--- src/rtl/mem_retire_buf_pkg.sv ---
// ---------------------------------------------------------------------------
// mem_retire_buf_pkg
//   Shared core-wide widths used by the memory retire buffer and its
//   neighbours in the pipeline.
//
//   XLEN      data / address width
//   RGBIT     register-index width (register 0 is the "no write" target)
//   MEMB_LEN  maximum number of memory ops the retire buffer may hold
//   MEMB_OFF  width of the pending-op count handed to the exec stage; sized
//             so that it can hold every value 0..MEMB_LEN
// ---------------------------------------------------------------------------
package mem_retire_buf_pkg;

    localparam int XLEN     = 32;
    localparam int RGBIT    = 5;
    localparam int MEMB_LEN = 4;
    localparam int MEMB_OFF = $clog2(MEMB_LEN + 1);

    // Pointer width for a circular buffer; a one-entry buffer still needs a
    // one-bit pointer so that the declaration stays legal.
    function automatic int ptr_bits(input int depth);
        return (depth > 1) ? $clog2(depth) : 1;
    endfunction

endpackage

--- src/rtl/mem_retire_buf_if.sv ---
// ---------------------------------------------------------------------------
// mem_retire_buf_if
//   Bundles the three signal groups of the memory retire buffer:
//     in_*    exec stage -> buffer op handshake (valid/ready)
//     dbus_*  buffer <-> data bus (request/grant, response)
//     mem_*   buffer -> register write-back and pending-op count
//
//   Modports
//     slave   the retire buffer itself
//     master  its environment (exec stage, data bus, write-back)
// ---------------------------------------------------------------------------
interface mem_retire_buf_if #(
    parameter int XLEN = mem_retire_buf_pkg::XLEN
);
    import mem_retire_buf_pkg::*;

    // Exec stage -> buffer
    logic                in_valid;
    logic                in_ready;
    logic                in_load;
    logic [RGBIT-1:0]    in_rd;
    logic [XLEN-1:0]     in_addr;
    logic [XLEN-1:0]     in_wdata;
    logic [XLEN/8-1:0]   in_be;

    // Buffer <-> data bus
    logic                dbus_req;
    logic                dbus_we;
    logic [XLEN-1:0]     dbus_addr;
    logic [XLEN-1:0]     dbus_wdata;
    logic [XLEN/8-1:0]   dbus_be;
    logic                dbus_gnt;
    logic                dbus_rvalid;
    logic [XLEN-1:0]     dbus_rdata;

    // Buffer -> write-back / exec stage
    logic                mem_release;
    logic [RGBIT-1:0]    mem_sel;
    logic [XLEN-1:0]     mem_data;
    logic [MEMB_OFF-1:0] mem_pending;

    modport slave (
        input  in_valid, in_load, in_rd, in_addr, in_wdata, in_be,
        output in_ready,
        output dbus_req, dbus_we, dbus_addr, dbus_wdata, dbus_be,
        input  dbus_gnt, dbus_rvalid, dbus_rdata,
        output mem_release, mem_sel, mem_data, mem_pending
    );

    modport master (
        output in_valid, in_load, in_rd, in_addr, in_wdata, in_be,
        input  in_ready,
        input  dbus_req, dbus_we, dbus_addr, dbus_wdata, dbus_be,
        output dbus_gnt, dbus_rvalid, dbus_rdata,
        input  mem_release, mem_sel, mem_data, mem_pending
    );

endinterface

--- src/rtl/mem_retire_buf.sv ---
// ---------------------------------------------------------------------------
// mem_retire_buf
//   In-order memory-op retire buffer. The exec stage pushes loads and stores
//   into a small circular FIFO; the head entry is issued on the data bus one
//   at a time (never a second request before the response of the first), and
//   every response retires the head entry with a one-cycle write-back pulse.
//
// Parameters
//   DEPTH  number of queued ops (power of two, at most MEMB_LEN)
//   XLEN   data / address width
//
// Ports
//   clk    single clock for all state
//   rst    asynchronous, active-low reset
//   bus    mem_retire_buf_if.slave:
//            in_valid/in_ready/in_load/in_rd/in_addr/in_wdata/in_be
//              op handshake from exec; in_ready = (count < DEPTH)
//            dbus_req/we/addr/wdata/be  request built from the head entry,
//              held stable in REQ until dbus_gnt
//            dbus_gnt/dbus_rvalid/dbus_rdata  bus grant and response
//            mem_release/mem_sel/mem_data  registered one-cycle retire pulse
//              (sel = rd and data = load data for loads, both 0 otherwise)
//            mem_pending  ops queued or in flight (the current count)
// ---------------------------------------------------------------------------
module mem_retire_buf #(
    parameter int DEPTH = 4,
    parameter int XLEN  = mem_retire_buf_pkg::XLEN
) (
    input  logic            clk,
    input  logic            rst,
    mem_retire_buf_if.slave bus
);
    import mem_retire_buf_pkg::*;

    localparam int PW = ptr_bits(DEPTH);
    localparam int CW = $clog2(DEPTH + 1);
    localparam int BW = XLEN / 8;

    // Bus-side sequencer states, private to this block.
    typedef enum logic [1:0] {
        ST_IDLE = 2'd0,   // nothing queued
        ST_REQ  = 2'd1,   // head entry offered on the bus, awaiting grant
        ST_WAIT = 2'd2    // head entry granted, awaiting response
    } state_e;

    typedef struct packed {
        logic            load;
        logic [RGBIT-1:0] rd;
        logic [XLEN-1:0] addr;
        logic [XLEN-1:0] wdata;
        logic [BW-1:0]   be;
    } op_t;

    // -----------------------------------------------------------------------
    // Declarations
    // -----------------------------------------------------------------------
    op_t              fifo_q [DEPTH];
    op_t              in_op;
    op_t              head_op;

    logic [PW-1:0]    wr_ptr_q, wr_ptr_d;
    logic [PW-1:0]    rd_ptr_q, rd_ptr_d;
    logic [CW-1:0]    count_q,  count_d;
    state_e           state_q,  state_d;

    logic             release_q, release_d;
    logic [RGBIT-1:0] sel_q,     sel_d;
    logic [XLEN-1:0]  data_q,    data_d;

    logic             in_ready;
    logic             push;
    logic             pop;

    // -----------------------------------------------------------------------
    // Handshake decode
    // -----------------------------------------------------------------------
    // in_ready looks only at the registered count, so a pop in the same
    // cycle never lets a push into a full buffer.
    assign in_ready = (count_q < CW'(DEPTH));
    assign push     = bus.in_valid & in_ready;
    // A response only retires an op while one is actually in flight; stray
    // rvalid pulses in IDLE or REQ (including stale ones after reset) are
    // dropped here.
    assign pop      = (state_q == ST_WAIT) & bus.dbus_rvalid;

    always_comb begin
        in_op.load  = bus.in_load;
        in_op.rd    = bus.in_rd;
        in_op.addr  = bus.in_addr;
        in_op.wdata = bus.in_wdata;
        in_op.be    = bus.in_be;
    end

    assign head_op = fifo_q[rd_ptr_q];

    // -----------------------------------------------------------------------
    // FIFO storage
    // -----------------------------------------------------------------------
    // NOTE: the entry array carries no reset; count and pointers decide
    // which entries are meaningful, so stale contents are never observed.
    always_ff @(posedge clk) begin
        if (push) begin
            fifo_q[wr_ptr_q] <= in_op;
        end
    end

    // -----------------------------------------------------------------------
    // Count and pointer next-state
    // -----------------------------------------------------------------------
    // NOTE: every variable of a combinational block gets a default on entry,
    // so no path through the block can leave it holding a value (latch).
    always_comb begin
        count_d  = count_q;
        wr_ptr_d = wr_ptr_q;
        rd_ptr_d = rd_ptr_q;

        if (push) begin
            wr_ptr_d = (wr_ptr_q == PW'(DEPTH - 1)) ? '0 : wr_ptr_q + PW'(1);
        end
        if (pop) begin
            rd_ptr_d = (rd_ptr_q == PW'(DEPTH - 1)) ? '0 : rd_ptr_q + PW'(1);
        end

        case ({push, pop})
            2'b10:   count_d = count_q + CW'(1);
            2'b01:   count_d = count_q - CW'(1);
            default: count_d = count_q;   // idle, or push and pop together
        endcase
    end

    // -----------------------------------------------------------------------
    // Sequencer: state register
    // -----------------------------------------------------------------------
    // NOTE: clocked blocks use non-blocking assignments only, so every flop
    // samples the pre-edge values regardless of block evaluation order.
    always_ff @(posedge clk or negedge rst) begin
        if (!rst) begin
            state_q <= ST_IDLE;
        end else begin
            state_q <= state_d;
        end
    end

    // -----------------------------------------------------------------------
    // Sequencer: next-state logic
    // -----------------------------------------------------------------------
    // Both IDLE->REQ and WAIT->REQ look at the post-edge count, so an op
    // pushed in the same cycle as the last pop is issued straight away.
    always_comb begin
        state_d = state_q;
        case (state_q)
            ST_IDLE: begin
                if (count_d != '0) begin
                    state_d = ST_REQ;
                end
            end
            ST_REQ: begin
                if (bus.dbus_gnt) begin
                    state_d = ST_WAIT;
                end
            end
            ST_WAIT: begin
                if (bus.dbus_rvalid) begin
                    state_d = (count_d != '0) ? ST_REQ : ST_IDLE;
                end
            end
            default: state_d = ST_IDLE;
        endcase
    end

    // -----------------------------------------------------------------------
    // Sequencer: outputs
    // -----------------------------------------------------------------------
    // The request fields come straight from the head entry, which cannot
    // change while in REQ (only a pop moves the read pointer), so they stay
    // stable until the grant. Outside REQ the whole request is held at 0.
    always_comb begin
        bus.dbus_req   = 1'b0;
        bus.dbus_we    = 1'b0;
        bus.dbus_addr  = '0;
        bus.dbus_wdata = '0;
        bus.dbus_be    = '0;
        if (state_q == ST_REQ) begin
            bus.dbus_req   = 1'b1;
            bus.dbus_we    = ~head_op.load;
            bus.dbus_addr  = head_op.addr;
            bus.dbus_wdata = head_op.wdata;
            bus.dbus_be    = head_op.be;
        end
    end

    // -----------------------------------------------------------------------
    // Retire pulse
    // -----------------------------------------------------------------------
    // Stores and loads to register 0 still retire, but select no register,
    // so nothing downstream is written.
    always_comb begin
        release_d = pop;
        sel_d     = '0;
        data_d    = '0;
        if (pop && head_op.load) begin
            sel_d  = head_op.rd;
            data_d = bus.dbus_rdata;
        end
    end

    // -----------------------------------------------------------------------
    // Count, pointers and retire registers
    // -----------------------------------------------------------------------
    always_ff @(posedge clk or negedge rst) begin
        if (!rst) begin
            count_q   <= '0;
            wr_ptr_q  <= '0;
            rd_ptr_q  <= '0;
            release_q <= 1'b0;
            sel_q     <= '0;
            data_q    <= '0;
        end else begin
            count_q   <= count_d;
            wr_ptr_q  <= wr_ptr_d;
            rd_ptr_q  <= rd_ptr_d;
            release_q <= release_d;
            sel_q     <= sel_d;
            data_q    <= data_d;
        end
    end

    // -----------------------------------------------------------------------
    // Output mapping
    // -----------------------------------------------------------------------
    assign bus.in_ready    = in_ready;
    assign bus.mem_release = release_q;
    assign bus.mem_sel     = sel_q;
    assign bus.mem_data    = data_q;
    assign bus.mem_pending = MEMB_OFF'(count_q);

endmodule

--- src/flat_wrapper.sv ---
// flat-port wrapper written by rule: the top's interface ports become plain ports
module mem_retire_buf_flat import mem_retire_buf_pkg::*;
#(
    parameter int DEPTH = 4,
    parameter int XLEN  = mem_retire_buf_pkg::XLEN
)
  (clk, rst, bus_in_valid, bus_in_load, bus_in_rd, bus_in_addr, bus_in_wdata, bus_in_be, bus_in_ready, bus_dbus_req, bus_dbus_we, bus_dbus_addr, bus_dbus_wdata, bus_dbus_be, bus_dbus_gnt, bus_dbus_rvalid, bus_dbus_rdata, bus_mem_release, bus_mem_sel, bus_mem_data, bus_mem_pending);
  mem_retire_buf_if #(.XLEN(XLEN)) bus_i ();
  input  logic clk;
  input  logic rst;
  input wire logic [$bits(bus_i.in_valid)-1:0] bus_in_valid;
  input wire logic [$bits(bus_i.in_load)-1:0] bus_in_load;
  input wire logic [$bits(bus_i.in_rd)-1:0] bus_in_rd;
  input wire logic [$bits(bus_i.in_addr)-1:0] bus_in_addr;
  input wire logic [$bits(bus_i.in_wdata)-1:0] bus_in_wdata;
  input wire logic [$bits(bus_i.in_be)-1:0] bus_in_be;
  output wire logic [$bits(bus_i.in_ready)-1:0] bus_in_ready;
  output wire logic [$bits(bus_i.dbus_req)-1:0] bus_dbus_req;
  output wire logic [$bits(bus_i.dbus_we)-1:0] bus_dbus_we;
  output wire logic [$bits(bus_i.dbus_addr)-1:0] bus_dbus_addr;
  output wire logic [$bits(bus_i.dbus_wdata)-1:0] bus_dbus_wdata;
  output wire logic [$bits(bus_i.dbus_be)-1:0] bus_dbus_be;
  input wire logic [$bits(bus_i.dbus_gnt)-1:0] bus_dbus_gnt;
  input wire logic [$bits(bus_i.dbus_rvalid)-1:0] bus_dbus_rvalid;
  input wire logic [$bits(bus_i.dbus_rdata)-1:0] bus_dbus_rdata;
  output wire logic [$bits(bus_i.mem_release)-1:0] bus_mem_release;
  output wire logic [$bits(bus_i.mem_sel)-1:0] bus_mem_sel;
  output wire logic [$bits(bus_i.mem_data)-1:0] bus_mem_data;
  output wire logic [$bits(bus_i.mem_pending)-1:0] bus_mem_pending;
  assign bus_i.in_valid = bus_in_valid;
  assign bus_i.in_load = bus_in_load;
  assign bus_i.in_rd = bus_in_rd;
  assign bus_i.in_addr = bus_in_addr;
  assign bus_i.in_wdata = bus_in_wdata;
  assign bus_i.in_be = bus_in_be;
  assign bus_in_ready = bus_i.in_ready;
  assign bus_dbus_req = bus_i.dbus_req;
  assign bus_dbus_we = bus_i.dbus_we;
  assign bus_dbus_addr = bus_i.dbus_addr;
  assign bus_dbus_wdata = bus_i.dbus_wdata;
  assign bus_dbus_be = bus_i.dbus_be;
  assign bus_i.dbus_gnt = bus_dbus_gnt;
  assign bus_i.dbus_rvalid = bus_dbus_rvalid;
  assign bus_i.dbus_rdata = bus_dbus_rdata;
  assign bus_mem_release = bus_i.mem_release;
  assign bus_mem_sel = bus_i.mem_sel;
  assign bus_mem_data = bus_i.mem_data;
  assign bus_mem_pending = bus_i.mem_pending;
  mem_retire_buf #(.DEPTH(DEPTH), .XLEN(XLEN)) u_core (.clk(clk), .rst(rst), .bus(bus_i));
endmodule
--- config.mk ---
export PLATFORM = sky130hd
export DESIGN_NAME = mem_retire_buf_flat
export DESIGN_NICKNAME = d
export VERILOG_FILES = /design/src/rtl/mem_retire_buf_pkg.sv /design/src/rtl/mem_retire_buf_if.sv /design/src/rtl/mem_retire_buf.sv /design/src/flat_wrapper.sv
export SDC_FILE = /design/constraint.sdc
export NUM_CORES = 1
export LEC_CHECK = 0
export CAP_MARGIN = 10
export CORE_UTILIZATION = 53
export CTS_CLUSTER_SIZE = 20
export DETAILED_ROUTE_END_ITERATION = 8
export HOLD_SLACK_MARGIN = 0.02
export PLACE_DENSITY = 0.86
export SYNTH_ARGS = -nofsm -noshare
export SYNTH_HDL_FRONTEND = slang
export SYNTH_SLANG_ARGS = --single-unit
export TNS_END_PERCENT = 50
--- constraint.sdc ---
create_clock -name clk -period 3.2 [get_ports clk]
set_input_delay 0.64 -clock clk [delete_from_list [all_inputs] [get_ports clk]]
set_output_delay 0.64 -clock clk [all_outputs]
set_load 0.005 [all_outputs]
Yosys cells after proc, flatten, opt, wreduce, memory -nomap -nowiden:

Memory sizes are Yosys's and may differ from the RTL's.
Cells that the tools add are included.

* logic and storage cells: 46
* output and inout port bits: 112
* memories: 1
* input port bits: 111
* bits in writable memories: 296
* register bits: 47

Memory list
* u_core.fifo_q: words 4, width 74, rd ports 1, clocked after memory_dff 0, wr ports 1, line mem_retire_buf.sv:57 `op_t fifo_q [DEPTH];`

* equal/unequal tests: 9
* $lt $le $gt $ge: 1
* $add $sub $neg: 4
* reduce and logical (&&, ||, !) cells: 4
* bitwise logic cells: 3
* mux-type cells: 17

Operator list (number)
* 32-bit 2-to-1 mux: 3
* 2-bit 2-to-1 mux: 5
* 2-bit equality test, second input constant: 4
* 2-bit case mux with 3 select lines: 1
* 3-bit case mux with 2 select lines: 1
* 1-bit 2-to-1 mux: 5
* 5-bit 2-to-1 mux: 1
* 2-bit by 1-bit adder with 2-bit output, second input constant: 2
* 2-bit by 1-bit equality test with 1-bit output, second input constant: 2
* 4-bit 2-to-1 mux: 1
* 2-bit inequality test, second input constant: 2
* 3-bit by 1-bit adder with 3-bit output, second input constant: 1
* 3-bit < comparator, second input constant: 1
* 3-bit AND reduction: 1
* 3-bit nonzero test: 1
* 3-bit by 1-bit subtractor with 3-bit output, second input constant: 1
* 1-bit AND: 2
* 2-bit zero test: 1
* 2-bit by 1-bit inequality test with 1-bit output, second input constant: 1
* 1-bit logical AND: 1
* 1-bit NOT: 1

Longest topological paths before layout:

Gate-level depths: netlist of the first run.

* word-level depth: 8
* mapped depth: 9

Least setup slack after synthesis of the first run:

No wires, ideal clock.

* kind: input -> register
* from: input port bus_in_valid
* to: memory u_core.fifo_q[3][0] (netlist bit), enable pin
* setup time: 440 ps
* path slack: 47 ps
* stages: 2
* arrival time: 2713 ps
* buffers on the path: 0
* cell sequence: nor2b_1 > and2_1

* cells in the longest elaborated chain, start to end: 3

Ends and longest elaborated chain
* from (decl): line flat_wrapper.sv:11 `input wire logic [$bits(bus_i.in_valid)-1:0] bus_in_valid;`
* 1-bit AND: line mem_retire_buf.sv:80 `assign push = bus.in_valid & in_ready;`
* 1-bit 2-to-1 mux: line mem_retire_buf.sv:102 `if (push) begin`
* 1-bit 2-to-1 mux (implied by the code): line mem_retire_buf.sv:103 `fifo_q[wr_ptr_q] <= in_op;`
* to (decl): line mem_retire_buf.sv:57

No other way between the ends.

Worst setup path in the final report of the first run:

* from: register u_core.rd_ptr_q[0]
* to: output port bus_dbus_wdata[22]

* cells in the longest elaborated chain, start to end: 2

Ends and longest elaborated chain
* from (decl): line mem_retire_buf.sv:62 `logic [PW-1:0] rd_ptr_q, rd_ptr_d;`
* from (signal assigned): line mem_retire_buf.sv:221 `rd_ptr_q <= rd_ptr_d;`
* memory read 4 x 74 bit
* 32-bit 2-to-1 mux: line mem_retire_buf.sv:183 `if (state_q == ST_REQ) begin`
* to (decl): line flat_wrapper.sv:21 `output wire logic [$bits(bus_i.dbus_wdata)-1:0] bus_dbus_wdata;`

No other way between the ends.

==> flow_summary_export.csv, run 1 <==
group,metric,value,unit
global_routing,grt_max_degree,75,
global_routing,first_global_vias,6646,
finish,syn2layout_area_growth,29.8,%
logic_synthesis,yosysTopAreaCellShare,68.7,%
placed_design,dp.cells,1129,
finish,seqCellArea,10100,um2
setup_path,required,2560,ps
routing,drc,0,
routing,post_drt_wl_per_cell,21.5,um
finish,final_cell_mix,"edfxtp_1 (296), clkdlybuf4s50_1 (220), and2_1 (80), mux4_2 (74), dfrtp_1 (45)",
logic_synthesis,syn_avg_cell_area,21.7,um2
floorplanning,rows,56,
logic_synthesis,syn_area,12900,um2
timing,finClkSkew,16.9,ps
clock_network,holdBufCountCts,0,
routing,wl_met3,2180,um
placed_design,place_hpwl,16000,um
setup_path,r2r-end,"u_core.state_q[0]$_DFFE_PN0P_",
finish,nFillCells,1461,
logic_synthesis,ys_seq_elements,343,
clock_network,htree_levels,2,
power_and_ir_drop,peakVddDrop,0.000591,V
setup_path,r2r_slack,970,ps
routing,top_layer_used,"met4",
global_routing,grt_overflow,0,
routing,drt_iter0_markers,412,
logic_synthesis,ys_warn_count,0,
logic_synthesis,synth_mux_area_share,13.0,%
clock_network,clockBufferDepth,3,
logic_synthesis,synth-compound-area-share,0.416,%
power_and_ir_drop,powerDensity,821,nW/um2
floorplanning,start_util,54.7,%
timing,finalSetupViolCount,0,
global_routing,grt_pass1_wl,37600,um
timing,slew_headroom,33.2,%
routing,dr.pass1.iters,4,
clock_network,clk_pin_slew_worst_paths,60,ps
timing,hold_viol_final,0,
logic_synthesis,synth_simple_gate_area_share,6.38,%
setup_path,arrival,2450,ps
floorplanning,dieArea,25100,um2
finish,final_common_cell,"edfxtp_1",
finish,drive_above_1_share,20.7,%
setup_path,reg2reg_from,"u_core.state_q[0]$_DFFE_PN0P_",
global_routing,gr-usage-all-layers,20.6,%
global_routing,grt_antenna_before_repair,0,
finish,antenna_cells,0,
status,status,"finished clean",
placed_design,postPlaceCellArea,15700,um2
finish,multi_input_area,2700,um2
power_and_ir_drop,p_leak,5.81,nW
clock_network,clock_latency,500,ps
logic_synthesis,ys_seq_area_share,77.7,%
logic_synthesis,syn-num-nets,714,
timing,worst_pin_slew,1000,ps
timing,period_share,96.6,%
routing,wirelength,25700,um
setup_path,path_class,"reg -> out",
clock_network,numCtsBuffers,35,
routing,detail-route-antenna-nets,0,
logic_synthesis,yosysTopAreaCell,"edfxtp_1",
routing,m1WireLength,10100,um
routing,met2_length,13100,um
timing,setup_slack,108,ps
routing,vias,6412,
logic_synthesis,synthesis.instances,596,
clock_network,tritoncts,"done",
setup_path,crit_start,"u_core.rd_ptr_q[0]$_DFFE_PN0P_",
floorplanning,ioPinCount,223,
routing,avgViaCountPerCell,5.37,
clock_network,cts.sinks,343,
timing,tns,0,ps
timing,min_period,3090,ps
finish,fin_cells,1194,
logic_synthesis,synth_area_leaders,"edfxtp_1 (69%), mux4_2 (13%), dfrtp_1 (9.1%)",
logic_synthesis,synth_fa_ha_area_share,0.734,%
flow_run,drv_cap,0,
logic_synthesis,synthXorXnorAreaFrac,0.203,%
floorplanning,fp.dieH,158,um
floorplanning,die_x,158,um
timing,finalMaxSlewViolations,0,
finish,fin_nets,969,
setup_path,endpoint,"bus_dbus_wdata[22]",
logic_synthesis,synth_top_family_by_area,"multiplexers",
placed_design,io_buffers,222,
logic_synthesis,synth.distinct_cells,30,
placed_design,place_worst_setup_slack,371,ps
setup_path,cp-start-kind,"flip-flop",
finish,finish.instance_area,16800,um2
timing,fmax,0.323,GHz
placed_design,globalplace.congestion,0.734,
setup_path,r2r_cells,9,
hold_path,hold_class,"in -> async",
floorplanning,core,23700,um2
setup_path,critPathCaptureType,"output pin",
setup_path,path_max_fanout,16,
clock_network,root_buffer,"clkbuf_16",
power breakdown:
part	internal [mW]	switching, mW	total [mW]
Sequential	5.51	0.245	5.76
Clock	2.22	1.55	3.77
Combinational	2.49	1.78	4.27
Total	10.2	3.58	13.8
cell type report:
cell class	instances	area share, %
tap	319	2.37
inverter	8	0.179
clock inverter	12	0.506
clock buffer	49	5.84
timing repair buffer	247	15.1
sequential	343	59.9
multi-input combinational	216	16.0
synthesized netlist by cell type:
master / instances
and2_4: 25
nand3b_1: 1
a21o_1: 1
buf_6: 6
buf_4: 4
nor2_1: 1
mux2_2: 1
o21ai_0: 4
buf_1: 2
nand2_1: 2
o31a_1: 1
nor2b_4: 1
nor2b_1: 4
inv_1: 8
buf_2: 4
or3_1: 1
nor3_1: 1
xnor2_1: 2
ha_1: 6
a21oi_1: 2
nand2b_1: 1
and3_1: 1
clkbuf_1: 13
o21a_1: 1
fa_1: 1
edfxtp_1: 296
xor2_1: 1
dfrtp_1: 47
mux4_2: 74
and2_1: 84
critical path, cell delays in order (launching register included):
cell and delay [ps]:
dfrtp_4 560, buf_12 220, mux4_2 510, and2_1 190
clkdlybuf4s50_1 470
flip-flops by register name, summed over array words and instances, names as in the netlist:
signal                  count
u_core.state_q              2
u_core.bus.mem_pending      3
u_core.bus.mem_sel          5
u_core.fifo_q             296
u_core.wr_ptr_q             2
u_core.bus.mem_data        32
u_core.rd_ptr_q             2
u_core.bus.mem_release      1
worst min-delay path by stage:
stage | to | from | depth (start not counted)
after floorplan | u_core.bus.mem_data[0]$_DFF_PN0_ | rst | 0
after global placement | u_core.bus.mem_pending[0]$_DFF_PN0_ | u_core.bus.mem_pending[0]$_DFF_PN0_ | 1
after detailed placement | u_core.bus.mem_pending[0]$_DFF_PN0_ | u_core.bus.mem_pending[0]$_DFF_PN0_ | 1
after CTS | u_core.bus.mem_data[0]$_DFF_PN0_ | rst | 1
after global routing | u_core.bus.mem_data[4]$_DFF_PN0_ | rst | 1
final | u_core.bus.mem_data[0]$_DFF_PN0_ | rst | 1
repair_timing:
action,4_1_cts,5_1_grt
resized for setup,0,2
buffers inserted,3,1
setup endpoints to repair,43,10
stage by stage:
stage          hold WS, ps  utilization [%]  power [mW]
5_1_grt                387             71.0        14.4
2_1_floorplan          344                -        8.01
3_5_place_dp           524             66.3        10.1
6_report               322             71.0        13.8
3_3_place_gp           523             66.3        10.0
4_1_cts                331             70.9        14.0
cell families (layout without fill, tap and decap cells):
kind of cell | Yosys count | in the layout
compound gates | 9 | 9
buf+inv | 37 | 316
xor+xnor | 3 | 3
simple gates | 122 | 122
fa+ha+maj | 7 | 7
mux | 75 | 75
flops | 343 | 343
routing by layer:
layer,GRT usage (%),vias to the layer above
met5,0,-
met1,26.0,3279
li1,-,2847
met3,6.21,35
met2,34.9,251
met4,5.08,0
(Power assumes the default switching activity.)
==> run 2: changes to the inputs <==
- CAP_MARGIN: 10 -> 0
==> results of run 2 <==
Final layout, timing and power as in run 1 (identical DEF).
